--- src/rtl/cache_fill_ctrl.sv ---
// Block-fill and write-through controller between NUM_CH cache channels and one pipelined memory.
// Define CRIT_WORD_FIRST_EN to start each fill at the missed word instead of word 0.
module cache_fill_ctrl #(
  parameter int unsigned NUM_CH        = 2,
  parameter int unsigned ADDR_W        = 16,
  parameter int unsigned DATA_W        = 16,
  parameter int unsigned WORDS_PER_BLK = 8
) (
  input  logic                     clk,
  input  logic                     rst,
  input  logic [NUM_CH-1:0]        miss_req,
  input  logic [NUM_CH*ADDR_W-1:0] miss_addr,
  output logic [DATA_W-1:0]        fill_data,
  output logic [ADDR_W-1:0]        fill_addr,
  output logic [NUM_CH-1:0]        data_we,
  output logic [NUM_CH-1:0]        meta_we,
  input  logic                     wr_req,
  input  logic [ADDR_W-1:0]        wr_addr,
  input  logic [DATA_W-1:0]        wr_data,
  output logic                     wr_ack,
  output logic                     mem_en,
  output logic                     mem_wr,
  output logic [ADDR_W-1:0]        mem_addr,
  output logic [DATA_W-1:0]        mem_wdata,
  input  logic [DATA_W-1:0]        mem_rdata,
  input  logic                     mem_vld,
  output logic                     stall,
  output logic                     idle
);

  localparam int unsigned WB    = DATA_W / 8;
  localparam int unsigned WIDX  = $clog2(WORDS_PER_BLK);
  localparam int unsigned BO    = $clog2(WB);
  localparam int unsigned OFF   = WIDX + BO;
  localparam int unsigned CNT_W = WIDX + 1;
  localparam int unsigned CH_W  = (NUM_CH > 1) ? $clog2(NUM_CH) : 1;
  localparam logic [ADDR_W-1:0] BLK_MASK = ADDR_W'(WORDS_PER_BLK * WB - 1);

  typedef enum logic [1:0] {
    S_IDLE,
    S_FILL,
    S_DONE
  } state_t;

  state_t             r_state;
  state_t             w_state_nxt;
  logic [CH_W-1:0]    r_rr_ptr;
  logic [CH_W-1:0]    r_gnt;
  logic [CH_W-1:0]    w_arb_ch;
  logic [CH_W-1:0]    w_rr_nxt;
  logic               w_arb_hit;
  logic [ADDR_W-1:0]  w_sel_addr;
  logic [ADDR_W-1:0]  r_base;
  logic [WIDX-1:0]    r_start;
  logic [WIDX-1:0]    w_start_sel;
  logic [WIDX-1:0]    w_iss_idx;
  logic [WIDX-1:0]    w_rcv_idx;
  logic [ADDR_W-1:0]  w_iss_addr;
  logic [ADDR_W-1:0]  w_rcv_addr;
  logic [CNT_W-1:0]   r_iss_cnt;
  logic [CNT_W-1:0]   r_rcv_cnt;
  logic [NUM_CH-1:0]  w_gnt_oh;
  logic               w_start_fill;
  logic               w_issue;
  logic               w_accept;
  logic               w_last;

  // Round-robin: first pass covers channels at or above rr_ptr, second pass wraps to the rest.
  always_comb begin
    w_arb_hit = 1'b0;
    w_arb_ch  = '0;
    for (int unsigned c = 0; c < NUM_CH; c++) begin
      if (!w_arb_hit && miss_req[c] && (CH_W'(c) >= r_rr_ptr)) begin
        w_arb_hit = 1'b1;
        w_arb_ch  = CH_W'(c);
      end
    end
    for (int unsigned c = 0; c < NUM_CH; c++) begin
      if (!w_arb_hit && miss_req[c]) begin
        w_arb_hit = 1'b1;
        w_arb_ch  = CH_W'(c);
      end
    end
  end

  always_comb begin
    w_sel_addr = '0;
    for (int unsigned c = 0; c < NUM_CH; c++) begin
      if (CH_W'(c) == w_arb_ch) begin
        w_sel_addr = miss_addr[c*ADDR_W +: ADDR_W];
      end
    end
  end

`ifdef CRIT_WORD_FIRST_EN
  assign w_start_sel = w_sel_addr[OFF-1:BO];
`else
  assign w_start_sel = '0;
`endif

  assign w_start_fill = (r_state == S_IDLE) && !wr_req && w_arb_hit;
  assign w_issue      = (r_state == S_FILL) && (r_iss_cnt < CNT_W'(WORDS_PER_BLK));
  assign w_accept     = (r_state == S_FILL) && mem_vld;
  assign w_last       = w_accept && (r_rcv_cnt == CNT_W'(WORDS_PER_BLK - 1));

  // Word index wraps naturally in WIDX bits, keeping the address inside the block.
  assign w_iss_idx  = r_start + r_iss_cnt[WIDX-1:0];
  assign w_rcv_idx  = r_start + r_rcv_cnt[WIDX-1:0];
  assign w_iss_addr = r_base + ADDR_W'(w_iss_idx) * ADDR_W'(WB);
  assign w_rcv_addr = r_base + ADDR_W'(w_rcv_idx) * ADDR_W'(WB);

  assign w_rr_nxt = (r_gnt == CH_W'(NUM_CH - 1)) ? '0 : r_gnt + 1'b1;
  assign w_gnt_oh = NUM_CH'(1) << r_gnt;

  always_ff @(posedge clk) begin
    if (rst) begin
      r_state <= S_IDLE;
    end else begin
      r_state <= w_state_nxt;
    end
  end

  always_comb begin
    w_state_nxt = r_state;
    case (r_state)
      S_IDLE:  if (w_start_fill) w_state_nxt = S_FILL;
      S_FILL:  if (w_last)       w_state_nxt = S_DONE;
      S_DONE:                    w_state_nxt = S_IDLE;
      default:                   w_state_nxt = S_IDLE;
    endcase
  end

  always_comb begin
    mem_en   = 1'b0;
    mem_wr   = 1'b0;
    mem_addr = '0;
    wr_ack   = 1'b0;
    data_we  = '0;
    meta_we  = '0;
    case (r_state)
      S_IDLE: begin
        if (wr_req) begin
          mem_en   = 1'b1;
          mem_wr   = 1'b1;
          mem_addr = wr_addr;
          wr_ack   = 1'b1;
        end
      end
      S_FILL: begin
        if (w_issue) begin
          mem_en   = 1'b1;
          mem_addr = w_iss_addr;
        end
        if (w_accept) data_we = w_gnt_oh;
        if (w_last)   meta_we = w_gnt_oh;
      end
      default: ;
    endcase
  end

  assign fill_data = mem_rdata;
  assign fill_addr = w_rcv_addr;
  assign mem_wdata = wr_data;
  assign idle      = (r_state == S_IDLE);
  assign stall     = (|miss_req) || !idle || (wr_req && !wr_ack);

  always_ff @(posedge clk) begin
    if (rst) begin
      r_rr_ptr  <= '0;
      r_gnt     <= '0;
      r_base    <= '0;
      r_start   <= '0;
      r_iss_cnt <= '0;
      r_rcv_cnt <= '0;
    end else begin
      if (w_start_fill) begin
        r_gnt     <= w_arb_ch;
        r_base    <= w_sel_addr & ~BLK_MASK;
        r_start   <= w_start_sel;
        r_iss_cnt <= '0;
        r_rcv_cnt <= '0;
      end
      if (w_issue)  r_iss_cnt <= r_iss_cnt + 1'b1;
      if (w_accept) r_rcv_cnt <= r_rcv_cnt + 1'b1;
      if (r_state == S_DONE) r_rr_ptr <= w_rr_nxt;
    end
  end

`ifndef SYNTHESIS
  always_ff @(posedge clk) begin
    if (!rst) begin
      assert ($onehot0(data_we));
      assert ((meta_we & ~data_we) == '0);
    end
  end
`endif

endmodule

--- config.mk ---
export PLATFORM = sky130hd
export DESIGN_NAME = cache_fill_ctrl
export DESIGN_NICKNAME = d
export VERILOG_FILES = /design/src/rtl/cache_fill_ctrl.sv
export SDC_FILE = /design/constraint.sdc
export NUM_CORES = 1
export LEC_CHECK = 0
export CAP_MARGIN = 20
export CORE_AREA = 3 3 82 84
export CTS_BUF_LIST = sky130_fd_sc_hd__clkbuf_16
export DETAILED_ROUTE_END_ITERATION = 10
export DIE_AREA = 0 0 85 87
export PLACE_DENSITY = 0.77
export SLEW_MARGIN = 20
export SYNTH_ARGS = -nofsm -noshare
export SYNTH_HDL_FRONTEND = slang
export SYNTH_SLANG_ARGS = --single-unit
export TNS_END_PERCENT = 50
--- constraint.sdc ---
create_clock -name clk -period 1.45 [get_ports clk]
set_input_delay 0.29 -clock clk [delete_from_list [all_inputs] [get_ports clk]]
set_output_delay 0.29 -clock clk [all_outputs]
set_load 0.005 [all_outputs]
# Word-level counts from Yosys, hierarchy flattened
# Cells that the tools add are included.
# W data, S select, Z words.
[classes]
n_addsub = 5
magnitude_cmp = 3
n_eq_ne = 5
shifts = 1
muxes = 26
reduce_logical = 24
[ops]
columns = ["op", "n"]
rows = [
  ["$mux W16", 3],
  ["$add A16 B4 Y16", 2],
  ["$pmux W16 S2", 1],
  ["$mux W2", 6],
  ["$mux W4", 3],
  ["$logic_and A1 B1 Y1", 11],
  ["$mux W1", 11],
  ["$add A4 B1 Y4 const B", 2],
  ["$logic_not A1 Y1", 6],
  ["$eq A4 B3 Y1 const B", 1],
  ["$lt A4 B4 Y1 const B", 1],
  ["$pmux W2 S2", 1],
  ["$reduce_bool A2 Y1", 2],
  ["$eq A2 B1 Y1 const B", 1],
  ["$eq A2 B2 Y1 const B", 1],
  ["$ge A1 B1 Y1 const A", 2],
  ["$logic_not A2 Y1", 1],
  ["$logic_or A1 B1 Y1", 2],
  ["$ne A2 B1 Y1 const B", 1],
  ["$ne A2 B2 Y1 const B", 1],
  ["$pmux W1 S2", 1],
  ["$reduce_and A2 Y1", 1],
  ["$reduce_or A2 Y1", 1],
  ["$shl A1 B1 Y2 const A", 1],
  ["$add A1 B1 Y1 const B", 1],
]
[word_totals]
reg_bits = 24
out_inout_bits = 73
elab_cells = 70

# Logic depth before layout (Yosys ltp)
[depth]
word_depth = 16
ltp_mapped = 7

# Worst setup path after synthesis
# Ideal clock, no wire load.
[synth_timing]
kind = "register to output"
startpoint = "reg r_state[0]"
endpoint = "out mem_addr[10]"
arrival_time_ns = 1.269
path_slack_ns = -0.109
stages_incl_launch_ff = 8
path_buffers = 3
path_cell_list = "dfxtp_1 > or2_1 > buf_6 > inv_4 > and2_1 > buf_6 > buf_6 > a22o_1"
[synth_between]
elab_chain_cells = 4
[synth_lines]
columns = ["element", "line_no", "rtl"]
rows = [
  ["start: declaration", "45", "state_t r_state;"],
  ["start signal: assignment", "119", "r_state <= w_state_nxt;"],
  ["$eq A2 B1 Y1", "102, 140", ""],
  ["$logic_and A1 B1 Y1", "102", "assign w_issue = (r_state == S_FILL) && (r_iss_cnt < CNT_W'(WORDS_PER_BLK));"],
  ["$mux W16", "150", "if (w_issue) begin"],
  ["$pmux W16 S2 *", "140", "case (r_state)"],
  ["end: declaration", "23", "output logic [ADDR_W-1:0] mem_addr,"],
]
# Every way passes the cells marked *; elsewhere a longest branch is shown, timed or not.

# Final worst setup path
[layout_timing]
startpoint = "reg r_state[1]"
endpoint = "out mem_addr[15]"
# The elaborated chain is that of the path after synthesis.

==> impl_metrics.py <==
metrics = {
    "status": {
        "outcome": "finished, violations left",
        "violations": "setup timing",
    },
    "timing": {
        "setup-tns-final_ns": -7.27,
        "fin_crit_sh": 1.27,
        "setup_viol": 30,
        "finalClockSkew_ns": 0.00529,
        "rsz0062_at_grt": "yes",
        "period_needed_ns": 1.84,
        "fmax_mhz": 543,
        "final-hold-violation-count": 0,
        "final.setup.worst_slack_ns": -0.391,
        "slew_violations": 0,
    },
    "clocking": {
        "clock_path_buffers": 2,
        "cts_root_buf": "clkbuf_16",
        "clkLatencyLatePin_ns": 0.26,
        "cts_sinks": 24,
        "cts_buffers": 3,
        "clk_pin_slew_worst_paths_ns": 0.07,
        "hold_buffers": 0,
        "htreeDepth": 1,
        "cts_tree": "built",
    },
    "finish": {
        "area.sequential_um2": 495,
        "drive_gt1_frac": 0.405,
        "fillerInstances": 527,
        "multi_input_area_um2": 881,
        "synthToLayoutAreaGrowth_pct": 78.4,
        "layout_commonest_cell": "clkdlybuf4s50_1",
        "n_antenna_cell": 0,
        "final_cell_mix": "51 x clkdlybuf4s50_1, 35 x buf_4, 29 x buf_6",
        "fin_nets": 393,
        "layout.cells.non_filler": 379,
        "postLayoutCellArea_um2": 2980,
    },
    "die": {
        "die_x_um": 85,
        "start_util": 0.279,
        "core_area_um2": 5990,
        "dieArea_um2": 7400,
        "die_y_um": 87,
        "num_io_pins": 159,
        "rows": 28,
    },
    "power_and_ir_drop": {
        "ir_drop_v": 0.000443,
        "power.total_mw": 2.31,
        "power_density_nw_per_um2": 774,
        "p_leak_nw": 1.29,
    },
    "yosys": {
        "avgSynthCellArea_um2": 8.44,
        "ys_ff_latch": 24,
        "synth_nets": 286,
        "synth-compound-area-share": 0.291,
        "synthMuxAreaShare": 0.00599,
        "yosys.area_share.xor_xnor": 0.0105,
        "synth_seq_area_share": 0.288,
        "synth_top_family_by_area": "compound AO/OA/AOI/OAI gates",
        "synth_edf_count": 0,
        "synthCells": 198,
        "syn-cell-area_um2": 1670,
        "synth_async_sr_flop_share": 0,
        "synthAdderAreaFrac": 0.0150,
        "synth_warnings": 0,
        "yosysUniqueCellTypes": 40,
        "synth_ff_type": "dfxtp_1",
        "synthSimpleGateAreaFrac": 0.158,
    },
    "grt": {
        "globalRouteTotalUtil": 0.167,
        "grt_pass1_vias": 1875,
        "grt_antenna_before_repair": 0,
        "grt.overflow.total": 0,
        "grt_pass1_wl_um": 9780,
        "grt_max_degree": 25,
    },
    "job": {
        "maxCapViolations": 0,
    },
    "setup_path": {
        "cp_slowest_cell": "dfxtp_2",
        "crit_arrival_ns": 1.55,
        "worstSetupEndpointType": "output pin",
        "critPathRequiredTime_ns": 1.16,
        "path_common_cell": "buf_6",
        "critPathLaunchType": "register",
        "crit_type": "reg2out",
        "crit_chain": "or2_4 > inv_4 > and2_4 > buf_6 > buf_6 > a22o_1 > buf_2",
        "critPathMaxFanout": 3,
        "critical_path.max_stage_delay_ns": 0.33,
    },
    "routing": {
        "vias": 1874,
        "drt_iter0_markers": 56,
        "avgRoutedWirePerCell_um": 17.0,
        "drt-vias-per-instance": 4.94,
        "drc": 0,
        "drt_pre_antenna_iters": 4,
        "routed_wl_um": 6430,
        "ant_nets": 0,
    },
    "hold_path": {
        "hold_class": "reg2reg",
    },
    "placement": {
        "gp_congestion": 0.768,
        "io_buffers": 85,
        "hpwl_um": 4280,
        "placed_area_um2": 2470,
        "place_ws_ns": -0.644,
        "dpl.cell_count": 333,
    },
}
==> path summary, 6_finish.rpt <==
kind / startpoint / slack (ns) / cells after the start / endpoint
max reg2reg: r_state[0] / -0.05 / 8 / r_rcv_cnt[2]
max: r_state[1] / -0.39 / 7 / mem_addr[15]
min: r_rcv_cnt[3] / 0.45 / 1 / r_rcv_cnt[3]
min reg2reg: r_rcv_cnt[3] / 0.45 / 1 / r_rcv_cnt[3]
==> critical path, delay by kind of cell, from the launching register on <==
| kind | cells | cell delay (ns) |
|---|---|---|
| AND/OR/NAND/NOR | 2 | 0.43 |
| buffers and inverters | 4 | 0.39 |
| flip-flops | 1 | 0.33 |
| AO/OA/AOI/OAI | 1 | 0.13 |
==> synthesized netlist by cell type (all sizes together), types with 2 or more instances <==
library cell,instances,area [µm²]
or2,2,12.5
xnor2,2,17.5
a21oi,17,85.1
ha,2,25.0
nand3b,13,97.6
a22o,15,131
nor3,2,10.0
clkbuf,7,26.3
nor2,7,26.3
or3,2,12.5
nand4,2,12.5
a311oi,13,114
o21a,2,15.0
inv,5,21.3
dfxtp,24,480
buf,44,337
o21ba,2,20.0
nand2,3,11.3
o21ai,16,80.1
nand2b,2,12.5
==> repair_timing <==
item / 4_1_cts / 5_1_grt
endpoints found under the hold margin: 0 / 0
pin swaps: 20 / 28
setup endpoints to repair: 59 / 47
cloned: 3 / 0
buffers inserted: 33 / 13
gates resized for setup: 155 / 19
==> where the power goes <==
part           leakage (nW)  total (mW)  switching, mW  internal (mW)
Sequential            0.200       0.744         0.0416          0.702
Clock                0.0511       0.799          0.250          0.549
Combinational          1.03       0.762          0.278          0.484
Total                  1.29        2.31          0.570           1.74
==> registers in the layout, summed over array words and instances, names as in the netlist <==
name,flops
r_rcv_cnt,4
r_base,12
r_rr_ptr,1
r_state,2
r_iss_cnt,4
r_gnt,1
==> per-stage QoR <==
step	hold WS [ns]	util
detailed placement	0.446	0.412
CTS	0.455	0.479
global route	0.466	0.497
finish	0.452	0.497
global placement	0.437	0.412
floorplan	0.362	-
==> per-layer routing <==
layer  share of wire  vias up  GRT usage  wire length [µm]
met5               0        -          0                 0
met4           0.018        0     0.0604               114
met3           0.052       20     0.0284               332
met2            0.53       58      0.304              3420
met1            0.40      884      0.194              2560
li1                -      912          -                 -
==> cells by family (layout without fill, tap and decap cells) <==
family | count (synthesis) | after routing
AOI/OAI and AO/OA | 70 | 70
and+or+nand+nor | 42 | 44
adders and majority gates | 2 | 2
DFF | 24 | 24
muxes | 1 | 1
other | 1 | 1
buffers and inverters | 56 | 160
xor gates and xnor gates | 2 | 2
==> layout make-up <==
cell class | count | area share
flip-flops and latches | 24 | 0.166
inverters | 5 | 0.00714
repair buffers | 151 | 0.464
well taps | 75 | 0.0315
multi-input cells | 120 | 0.296
clock buffers | 3 | 0.0252
clock inverters | 1 | 0.0101
Note: power is estimated with default switching activity, not from simulation.
==> patch (config.mk and constraints unchanged) <==
Compare `r_rcv_cnt` against `CNT_W'(WORDS_PER_BLK - 1)` with >= in place of ==.
--- a/src/rtl/cache_fill_ctrl.sv
+++ b/src/rtl/cache_fill_ctrl.sv
@@ -101,7 +101,7 @@
   assign w_start_fill = (r_state == S_IDLE) && !wr_req && w_arb_hit;
   assign w_issue      = (r_state == S_FILL) && (r_iss_cnt < CNT_W'(WORDS_PER_BLK));
   assign w_accept     = (r_state == S_FILL) && mem_vld;
-  assign w_last       = w_accept && (r_rcv_cnt == CNT_W'(WORDS_PER_BLK - 1));
+  assign w_last       = w_accept && (r_rcv_cnt >= CNT_W'(WORDS_PER_BLK - 1));
 
   // Word index wraps naturally in WIDX bits, keeping the address inside the block.
   assign w_iss_idx  = r_start + r_iss_cnt[WIDX-1:0];
Check against the original RTL: no difference found for any inputs over 10 cycles, from zero or initial values and one cycle with rst high; that may be too few to reach the edited logic, so the function may still have changed.
==> patch against the unedited design <==
The run still ends with setup timing left; critical path type unchanged; area after synthesis shrank 0.82%; die area is the same; worst hold slack better by 0.067 ns; via count increased by 1.9%; register-to-register slack worse by 0.06 ns; sequential cell count stayed put; combinational power rose by 6.4%; total power is 6.2% lower; utilization increased by 1.5 points; sequential share of layout area is 0.37 points lower; highest routed layer unchanged; cell area rose by 3.0%; critical path depth did not move; largest cell class unchanged; wire length down 2.0%; worst setup slack got worse by 0.0093 ns.
==> patch: results (changes against the unedited design) <==
By area the synthesized netlist is led by dfxtp_1 29%, buf_4 18%, a22o_1 7.9%. The reg-to-reg endpoint was r_base[6]. The tools report the DRC violation total after the first TritonRoute iteration as 91 (+63%). The maximum fanout encountered on the critical timing path is 4 (+1). The global-route total usage across every layer came out at 0.1661 (-0.0004937). The largest vdd supply drop is 0.4707 mV (+6.3%), and the total wirelength of the detailed-routed design is 6298 microns (-2.0%).

The run gives 579.2 uW (+1.7%) as the reported net switching power. The tools report the wire length of the first global-routing pass as 9936 microns (+1.6%). The wire length per cell is 16.66 microns (-1.7%). Setup violation total in the final timing report: 41 (+37%). The mean area per synthesized cell came out at 8.367 sq um (-0.82%). The met3 usage was 0.01608 (-0.01230); the total combinational power was 811 uW (+6.4%). The checks that failed: setup timing. Mux contribution to synthesized area: 0 (-0.005993).

The non-clock inverter count in the final layout came out at 4 (-1). Detailed placement HPWL: 4273 microns (-0.17%). The run gives 122 (+1.7%) as the layout multi-input combinational cell count. The fraction of the yosys area taken by sequential cells is 0.2900 (+0.002390), and the setup skew after layout is 0.001657 ns (-0.003635 ns). The weighted congestion at the end of routability-driven global placement was 0.8766 (+14%). The run gives 0.344 (+0.021) as the sequential power share.

The arithmetic-cell share of the synthesized area counting full adders, half adders and majority gates came out at 0.01511 (+0.0001245). For the largest net degree at the start of global routing, the log shows 26 (+4.0%). The run gives -0.4003 ns (-0.009300 ns) as the worst setup margin. The flow ran to the end, but the final reports show violations.

Met2 usage in global routing: 0.3008 (-0.003531).
-- patch: repair_timing --
item                                    4_1_cts  5_1_grt
buffers inserted                             29       11
resized for setup                           172       28
endpoints found under the setup margin       56       51
gates cloned                                  6        0
pin swaps                                    28       19
-- patch: critical path, stage by stage (launching register included) --
cell and delay, ns:
dfxtp_2 0.34, buf_6 0.10, nor3b_4 0.28, buf_6 0.15, buf_6 0.10, buf_6 0.09
a22o_1 0.13, buf_2 0.11
-- patch: per-stage QoR --
stage	setup TNS (ns)	worst slack (ns)	instance area, sq um	hold slack, ns
global route	-11.42	-0.4665	3069	0.5616
floorplan	-0.7821	-0.08217	1665	0.4492
CTS	-7.896	-0.3891	2930	0.5124
finish	-8.654	-0.4003	3069	0.5181
detailed placement	-20.54	-0.6118	2494	0.5013
global placement	-19.21	-0.5877	2494	0.4774
-- patch: per-layer routing --
metal	routed length (microns)	up-vias
li1	-	916
met1	2626	920
met2	3229	51
met3	278	22
met4	164	0
met5	0	-
